`src/rtl/ika2151_pkg.sv`:
```
// ika2151_pkg
// Shared constants for the YM2151-style timer section.
//   TMRA_WIDTH / TMRA_PRESCALE : timer A counter width and ticks per increment
//   TMRB_WIDTH / TMRB_PRESCALE : timer B counter width and ticks per increment
//   prescaleWidth()            : bits needed to hold a prescaler count 0..p-1
package ika2151_pkg;

    localparam int TMRA_WIDTH    = 10;
    localparam int TMRA_PRESCALE = 1;
    localparam int TMRB_WIDTH    = 8;
    localparam int TMRB_PRESCALE = 16;

    // A prescale of 1 still needs a one-bit register so the code stays uniform;
    // that bit simply never leaves 0.
    function automatic int prescaleWidth(input int p);
        if (p <= 2) begin
            return 1;
        end
        return $clog2(p);
    endfunction

endpackage

```
`src/rtl/primitive_counter.sv`:
```
// primitive_counter
// Shared cycle-counter primitive: synchronous clear, load and increment, all
// qualified by the positive-phase enable, plus an asynchronous clear.
//   i_EMUCLK : master clock
//   i_RST_n  : asynchronous active-low clear
//   i_PCEN_n : positive-phase clock enable, active low
//   i_RST    : synchronous clear (highest priority)
//   i_LD     : load i_D
//   i_CNT    : increment by one
//   i_D      : load value
//   o_Q      : counter value
//   o_CO     : carry, high when counting from all-ones
module primitive_counter #(
    parameter int WIDTH = 10
) (
    input  logic             i_EMUCLK,
    input  logic             i_RST_n,
    input  logic             i_PCEN_n,
    input  logic             i_RST,
    input  logic             i_LD,
    input  logic             i_CNT,
    input  logic [WIDTH-1:0] i_D,
    output logic [WIDTH-1:0] o_Q,
    output logic             o_CO
);

    logic [WIDTH-1:0] cnt_q;
    logic [WIDTH-1:0] cnt_d;

    // Carry is combinational so the owner can use it to reload on the very
    // same edge that would otherwise wrap the counter.
    assign o_CO = i_CNT & (&cnt_q);
    assign o_Q  = cnt_q;

    // Clear beats load, load beats increment.
    always_comb begin
        cnt_d = cnt_q;
        if (i_RST) begin
            cnt_d = '0;
        end else if (i_LD) begin
            cnt_d = i_D;
        end else if (i_CNT) begin
            cnt_d = cnt_q + WIDTH'(1);
        end
    end

    // State only moves on the positive phase; the async clear wins at any time.
    always_ff @(posedge i_EMUCLK or negedge i_RST_n) begin
        if (!i_RST_n) begin
            cnt_q <= '0;
        end else if (!i_PCEN_n) begin
            cnt_q <= cnt_d;
        end
    end

endmodule

```
`src/rtl/ika2151_timer_channel.sv`:
```
// ika2151_timer_channel
// One interval timer channel: prescaled tick, preloadable up-counter that
// reloads on overflow, one-period overflow strobe and a sticky IRQ flag.
//   i_EMUCLK   : master clock, all flops on posedge
//   i_IC_n     : asynchronous active-low reset
//   i_PCEN_n   : positive-phase enable (counter, o_OVFL, o_FLAG)
//   i_NCEN_n   : negative-phase enable (input sampling, prescaler, count enable)
//   i_TICK     : one-cycle sample tick
//   i_LOAD_VAL : preload / reload value
//   i_RUN      : run enable; low keeps the counter loaded
//   i_FLAG_EN  : allow overflow to set o_FLAG
//   i_FLAG_RST : clear o_FLAG (level, wins over a set)
//   o_CNT      : current counter value (straight from the counter primitive)
//   o_OVFL     : overflow strobe, one PCEN period wide
//   o_FLAG     : sticky overflow flag
module ika2151_timer_channel
    import ika2151_pkg::*;
#(
    parameter int WIDTH    = TMRA_WIDTH,
    parameter int PRESCALE = TMRA_PRESCALE
) (
    input  logic             i_EMUCLK,
    input  logic             i_IC_n,
    input  logic             i_PCEN_n,
    input  logic             i_NCEN_n,
    input  logic             i_TICK,
    input  logic [WIDTH-1:0] i_LOAD_VAL,
    input  logic             i_RUN,
    input  logic             i_FLAG_EN,
    input  logic             i_FLAG_RST,
    output logic [WIDTH-1:0] o_CNT,
    output logic             o_OVFL,
    output logic             o_FLAG
);

    localparam int            PW      = prescaleWidth(PRESCALE);
    localparam logic [PW-1:0] PRE_MAX = PW'(PRESCALE - 1);

    logic [PW-1:0] prescaler_q;
    logic [PW-1:0] prescaler_d;
    logic          cntEn_q;
    logic          cntEn_d;
    logic          runSmp_q;
    logic          flagRstSmp_q;
    logic          ovfl_q;
    logic          flag_q;
    logic          flag_d;
    logic          carry;
    logic          counterLoad;

    // The prescaler sits at 0 while stopped so a restart always needs a full
    // PRESCALE ticks before the first increment. With PRESCALE=1 PRE_MAX is 0
    // and every tick produces a count enable.
    always_comb begin
        prescaler_d = prescaler_q;
        cntEn_d     = i_TICK & i_RUN & (prescaler_q == PRE_MAX);
        if (!i_RUN) begin
            prescaler_d = '0;
        end else if (i_TICK) begin
            prescaler_d = (prescaler_q == PRE_MAX) ? '0 : prescaler_q + PW'(1);
        end
    end

    // Negative-phase stage: sample the control inputs and advance the prescaler.
    // Run and count enable are captured on the same edge, so a stopped channel
    // can never carry.
    always_ff @(posedge i_EMUCLK or negedge i_IC_n) begin
        if (!i_IC_n) begin
            prescaler_q  <= '0;
            cntEn_q      <= 1'b0;
            runSmp_q     <= 1'b0;
            flagRstSmp_q <= 1'b0;
        end else if (!i_NCEN_n) begin
            prescaler_q  <= prescaler_d;
            cntEn_q      <= cntEn_d;
            runSmp_q     <= i_RUN;
            flagRstSmp_q <= i_FLAG_RST;
        end
    end

    // Reload whenever stopped or on overflow, so the count never wraps
    // through zero unless the load value itself is zero.
    assign counterLoad = ~runSmp_q | carry;

    primitive_counter #(
        .WIDTH(WIDTH)
    ) u_counter (
        .i_EMUCLK(i_EMUCLK),
        .i_RST_n (i_IC_n),
        .i_PCEN_n(i_PCEN_n),
        .i_RST   (1'b0),
        .i_LD    (counterLoad),
        .i_CNT   (cntEn_q),
        .i_D     (i_LOAD_VAL),
        .o_Q     (o_CNT),
        .o_CO    (carry)
    );

    // A pending clear overrides a simultaneous overflow set; otherwise the flag
    // holds regardless of what i_FLAG_EN does afterwards.
    always_comb begin
        flag_d = flag_q;
        if (flagRstSmp_q) begin
            flag_d = 1'b0;
        end else if (carry & i_FLAG_EN) begin
            flag_d = 1'b1;
        end
    end

    // Positive-phase stage: the strobe is refreshed every PCEN, which makes it
    // exactly one PCEN period wide.
    always_ff @(posedge i_EMUCLK or negedge i_IC_n) begin
        if (!i_IC_n) begin
            ovfl_q <= 1'b0;
            flag_q <= 1'b0;
        end else if (!i_PCEN_n) begin
            ovfl_q <= carry;
            flag_q <= flag_d;
        end
    end

    assign o_OVFL = ovfl_q;
    assign o_FLAG = flag_q;

endmodule

```
`config.mk`:
```
export PLATFORM = sky130hd
export DESIGN_NAME = ika2151_timer_channel
export DESIGN_NICKNAME = d
export VERILOG_FILES = /design/src/rtl/ika2151_pkg.sv /design/src/rtl/primitive_counter.sv /design/src/rtl/ika2151_timer_channel.sv
export SDC_FILE = /design/constraint.sdc
export NUM_CORES = 1
export LEC_CHECK = 0
export BUFFER_PORTS_ARGS = -buffer_cell sky130_fd_sc_hd__buf_4
export CORE_MARGIN = 4
export CORE_UTILIZATION = 35
export CTS_CLUSTER_DIAMETER = 100
export DETAILED_ROUTE_END_ITERATION = 8
export GPL_TIMING_DRIVEN = 0
export SYNTH_ARGS = -nofsm -noshare
export SYNTH_HDL_FRONTEND = slang
export SYNTH_HIERARCHICAL = 1
export SYNTH_SLANG_ARGS = --single-unit
```
`constraint.sdc`:
```
create_clock -name i_EMUCLK -period 2.9 [get_ports i_EMUCLK]
set_input_delay 0.29 -clock i_EMUCLK [delete_from_list [all_inputs] [get_ports i_EMUCLK]]
set_output_delay 0.29 -clock i_EMUCLK [all_outputs]
set_load 0.01 [all_outputs]
```
==> results.tsv <==
stage	metric	value	unit
run_status	status	finished, final reports clean	
layout	drive_above_1_share	0.3259	
critical_path	rr_startpoint	u_counter/o_Q[0]	
synthesis	synth_area_leaders	dfrtp_1, nand2_1, o31ai_1	
die	io_pins	30	
placed_design	port_buffers	29	
sta	tns	0	ns
placed_design	placement.setup.worst_slack	0.2369	ns
die	die_w	59.78	um
clocking	root_buffer	clkbuf_4	
synthesis	synth_area_per_cell	9.479	sq um
sta	fmax	373.4	MHz
sta	min_period	2.678	ns
hold_path	hold_path_class	in -> reg	
clocking	cts_buffer_depth	2	
sta	final_max_slew_viol_count	0	
clocking	h-tree-depth	1	
hold_path	hp-start	i_FLAG_RST	
detailed_routing	drt_iter0_drc	18	
synthesis	synth_cell_types	39	
synthesis	synth_cells	99	
sta	rsz0062_at_grt	false	
critical_path	crit_top_cell	buf_6	
global_route	grt_util_all_layers	0.1381	
global_route	overflow	0	
hold_path	hold_depth	2	
die	floorplan.rows	18	
die	start_util	0.3720	
power_and_ir_drop	power.total	0.5649	mW
clocking	cts_inserted_buffers	3	
critical_path	endpoint_kind	register	
layout	fin_nets	155	
power_and_ir_drop	peakVddDrop	0.2799	mV
critical_path	start_kind	register	
synthesis	yosysTopAreaCellShare	0.4000	
detailed_routing	routed_wl	2.196	mm
sta	worst_slack	0.2222	ns
synthesis	synth_area	938.4	sq um
die	dieArea	3574	sq um
detailed_routing	routedWlPerCell	13.31	um
detailed_routing	drc	0	
global_route	grt_pass1_vias	796	
sta	holdWs	0.2408	ns
die	die_height	59.78	um
hold_path	min_to	flagRstSmp_q	
critical_path	cp_data_required_time	3.09	ns
placed_design	routabilityCongestion	0.7931	
sta	finClkSkew	0.005279	ns
critical_path	slowest_delay	0.44	ns
critical_path	cp_cell_sequence	ha_1 > nand3_1 > nor3_1 > and4_1 > nand2b_1 > buf_6 > or2_4 > buf_6 > o21ai_4 > or3_1 > o311ai_2	
layout	synthToLayoutAreaGrowth	31.87	%
placed_design	dp_hpwl	1.682	mm
die	core_area	2522	sq um
synthesis	synth_top_cell_by_area	dfrtp_1	
synthesis	ys_async_sr_fraction	1.000	
clocking	clkTransAtPathRegs	0.09	ns
synthesis	synth_seq_cells	15	
clocking	clkSinkCount	15	
layout	antenna_cells	0	
critical_path	cpMaxStageDelayCell	dfrtp_1	
clocking	clkLatencyLatePin	0.28	ns
clocking	cts_tree	built	
synthesis	synth_flop_cell	dfrtp_1	
power_and_ir_drop	total_leakage_power	0.5504	nW
global_route	grt_antenna_before_repair	0	
detailed_routing	antenna_left	0	
global_route	grt_max_degree	16	
critical_path	worst_ep_arrival_time	2.87	ns
critical_path	r2r-end	u_counter/o_Q[6]	
detailed_routing	viasPerCell	5.133	
critical_path	criticalPathCategory	reg -> reg	
job	maxCapViolCount	0	
sta	setup-violations-final	0	
detailed_routing	via_count	847	
global_route	grt_pass1_wl	3.622	mm
synthesis	yosysSeqAreaShare	0.4000	
layout	fillers	259	
sta	final.period_utilization	0.9234	
detailed_routing	dr.pass1.iters	4	
sta	hold_viol_final	0	
synthesis	synth-edff-count	0	
critical_path	cp_max_fo	9	
critical_path	worst_r2r_path_depth	11	
power_and_ir_drop	p_per_area	456.5	nW/um^2
critical_path	ff2ff_setup_slack	0.22	ns
synthesis	yosysWarnings	6	
[worst max-delay path: cells and delay by family (launching register included)]
family          cells  cell delay [ns]
compound gates      2             0.29
fa+ha+maj           1             0.21
buf+inv             2             0.26
flops               1             0.44
simple gates        6             1.39
[synth_stat cells, drive strengths merged, types with 2 or more instances]
library cell / n
dfrtp: 15
nand2: 10
a21oi: 7
nor2: 7
o21ai: 6
o31ai: 5
buf: 4
nand3: 4
nor3: 4
inv: 3
mux2: 3
mux2i: 3
nor3b: 3
nor4: 2
o211ai: 2
o2bb2ai: 2
[report_power, final]
part	internal, mW	switching, mW	total (mW)
clock network	0.0533	0.0696	0.123
logic	0.0911	0.0777	0.169
registers	0.236	0.0374	0.273
[routing by layer]
layer	up-vias	GRT usage	routed length [um]
met5	-	0	0
met4	0	0.06646	20
met3	2	0.03456	119
met2	19	0.2145	1046
met1	389	0.1777	1010
li1	437	-	-
[cell families after synthesis]
family / Yosys count / synth area share
AOI/OAI and AO/OA: 28 / 0.2227
adders and majority gates: 1 / 0.01333
buffers and inverters: 8 / 0.05732
DFF: 15 / 0.4000
muxes: 6 / 0.06800
other: 1 / 0.003996
and+or+nand+nor: 40 / 0.2347
[layout make-up]
cell class,count,area [sq um],share of cell area
multi-input combinational,78,516.7,0.4176
clock buffer,4,26.28,0.02123
inverter,3,11.26,0.009100
buffer,5,42.54,0.03438
tap,30,37.54,0.03033
sequential,15,375.4,0.3033
timing repair buffer,30,227.7,0.1840
[layout by cell type, fill, tap and decap left out, drive strengths merged]
master,count
and4,1
and2b,1
dfrtp,15
a31oi,1
o221ai,1
nor4bb,1
buf,33
o2bb2ai,2
nand4,1
and2,1
dlygate4sd3,1
o21ai,6
nor3b,3
conb,3
nand3,4
a21oi,7
o31ai,5
a2bb2oi,1
ha,1
nand2b,1
nand2,10
a22o,1
nor3,4
clkbuf,5
a22oi,1
nor2b,1
mux2,3
o311ai,1
or3,1
inv,3
and3b,1
nor2,7
o211ai,2
or2,1
mux2i,3
nor4,2
[flip-flops by register name, indices dropped and copies added, names as in the netlist]
signal         count
o_FLAG             1
u_counter/o_Q     10
runSmp_q           1
cntEn_q            1
flagRstSmp_q       1
o_OVFL             1
[through the flow]
| step | instances | utilization | cell area, sq um |
|---|---|---|---|
| after floorplan | 101 | - | 945.9 |
| after detailed placement | 160 | 0.4762 | 1201 |
| after CTS | 165 | 0.4906 | 1237 |
| after global placement | 160 | 0.4762 | 1201 |
| final | 165 | 0.4906 | 1237 |
| after global routing | 165 | 0.4906 | 1237 |
[worst max-delay path by stage]
stage | slack (ns) | end | startpoint
final | 0.22 | u_counter/o_Q[6] | u_counter/o_Q[0]
after global routing | 0.06 | u_counter/o_Q[6] | u_counter/o_Q[0]
after CTS | 0.21 | u_counter/o_Q[6] | u_counter/o_Q[0]
after detailed placement | 0.24 | u_counter/o_Q[6] | u_counter/o_Q[0]
after global placement | 0.23 | u_counter/o_Q[6] | u_counter/o_Q[0]
after floorplan | 0.49 | u_counter/o_Q[6] | u_counter/o_Q[0]
[timing repair]
item | in CTS | in global routing
endpoints found under the hold margin | 15 | 0
resized for setup | 0 | 0
setup endpoints to repair | 0 | 0
hold buffers | 1 | 0
setup buffers | 0 | 0
Power figures use the tool's default switching activity.
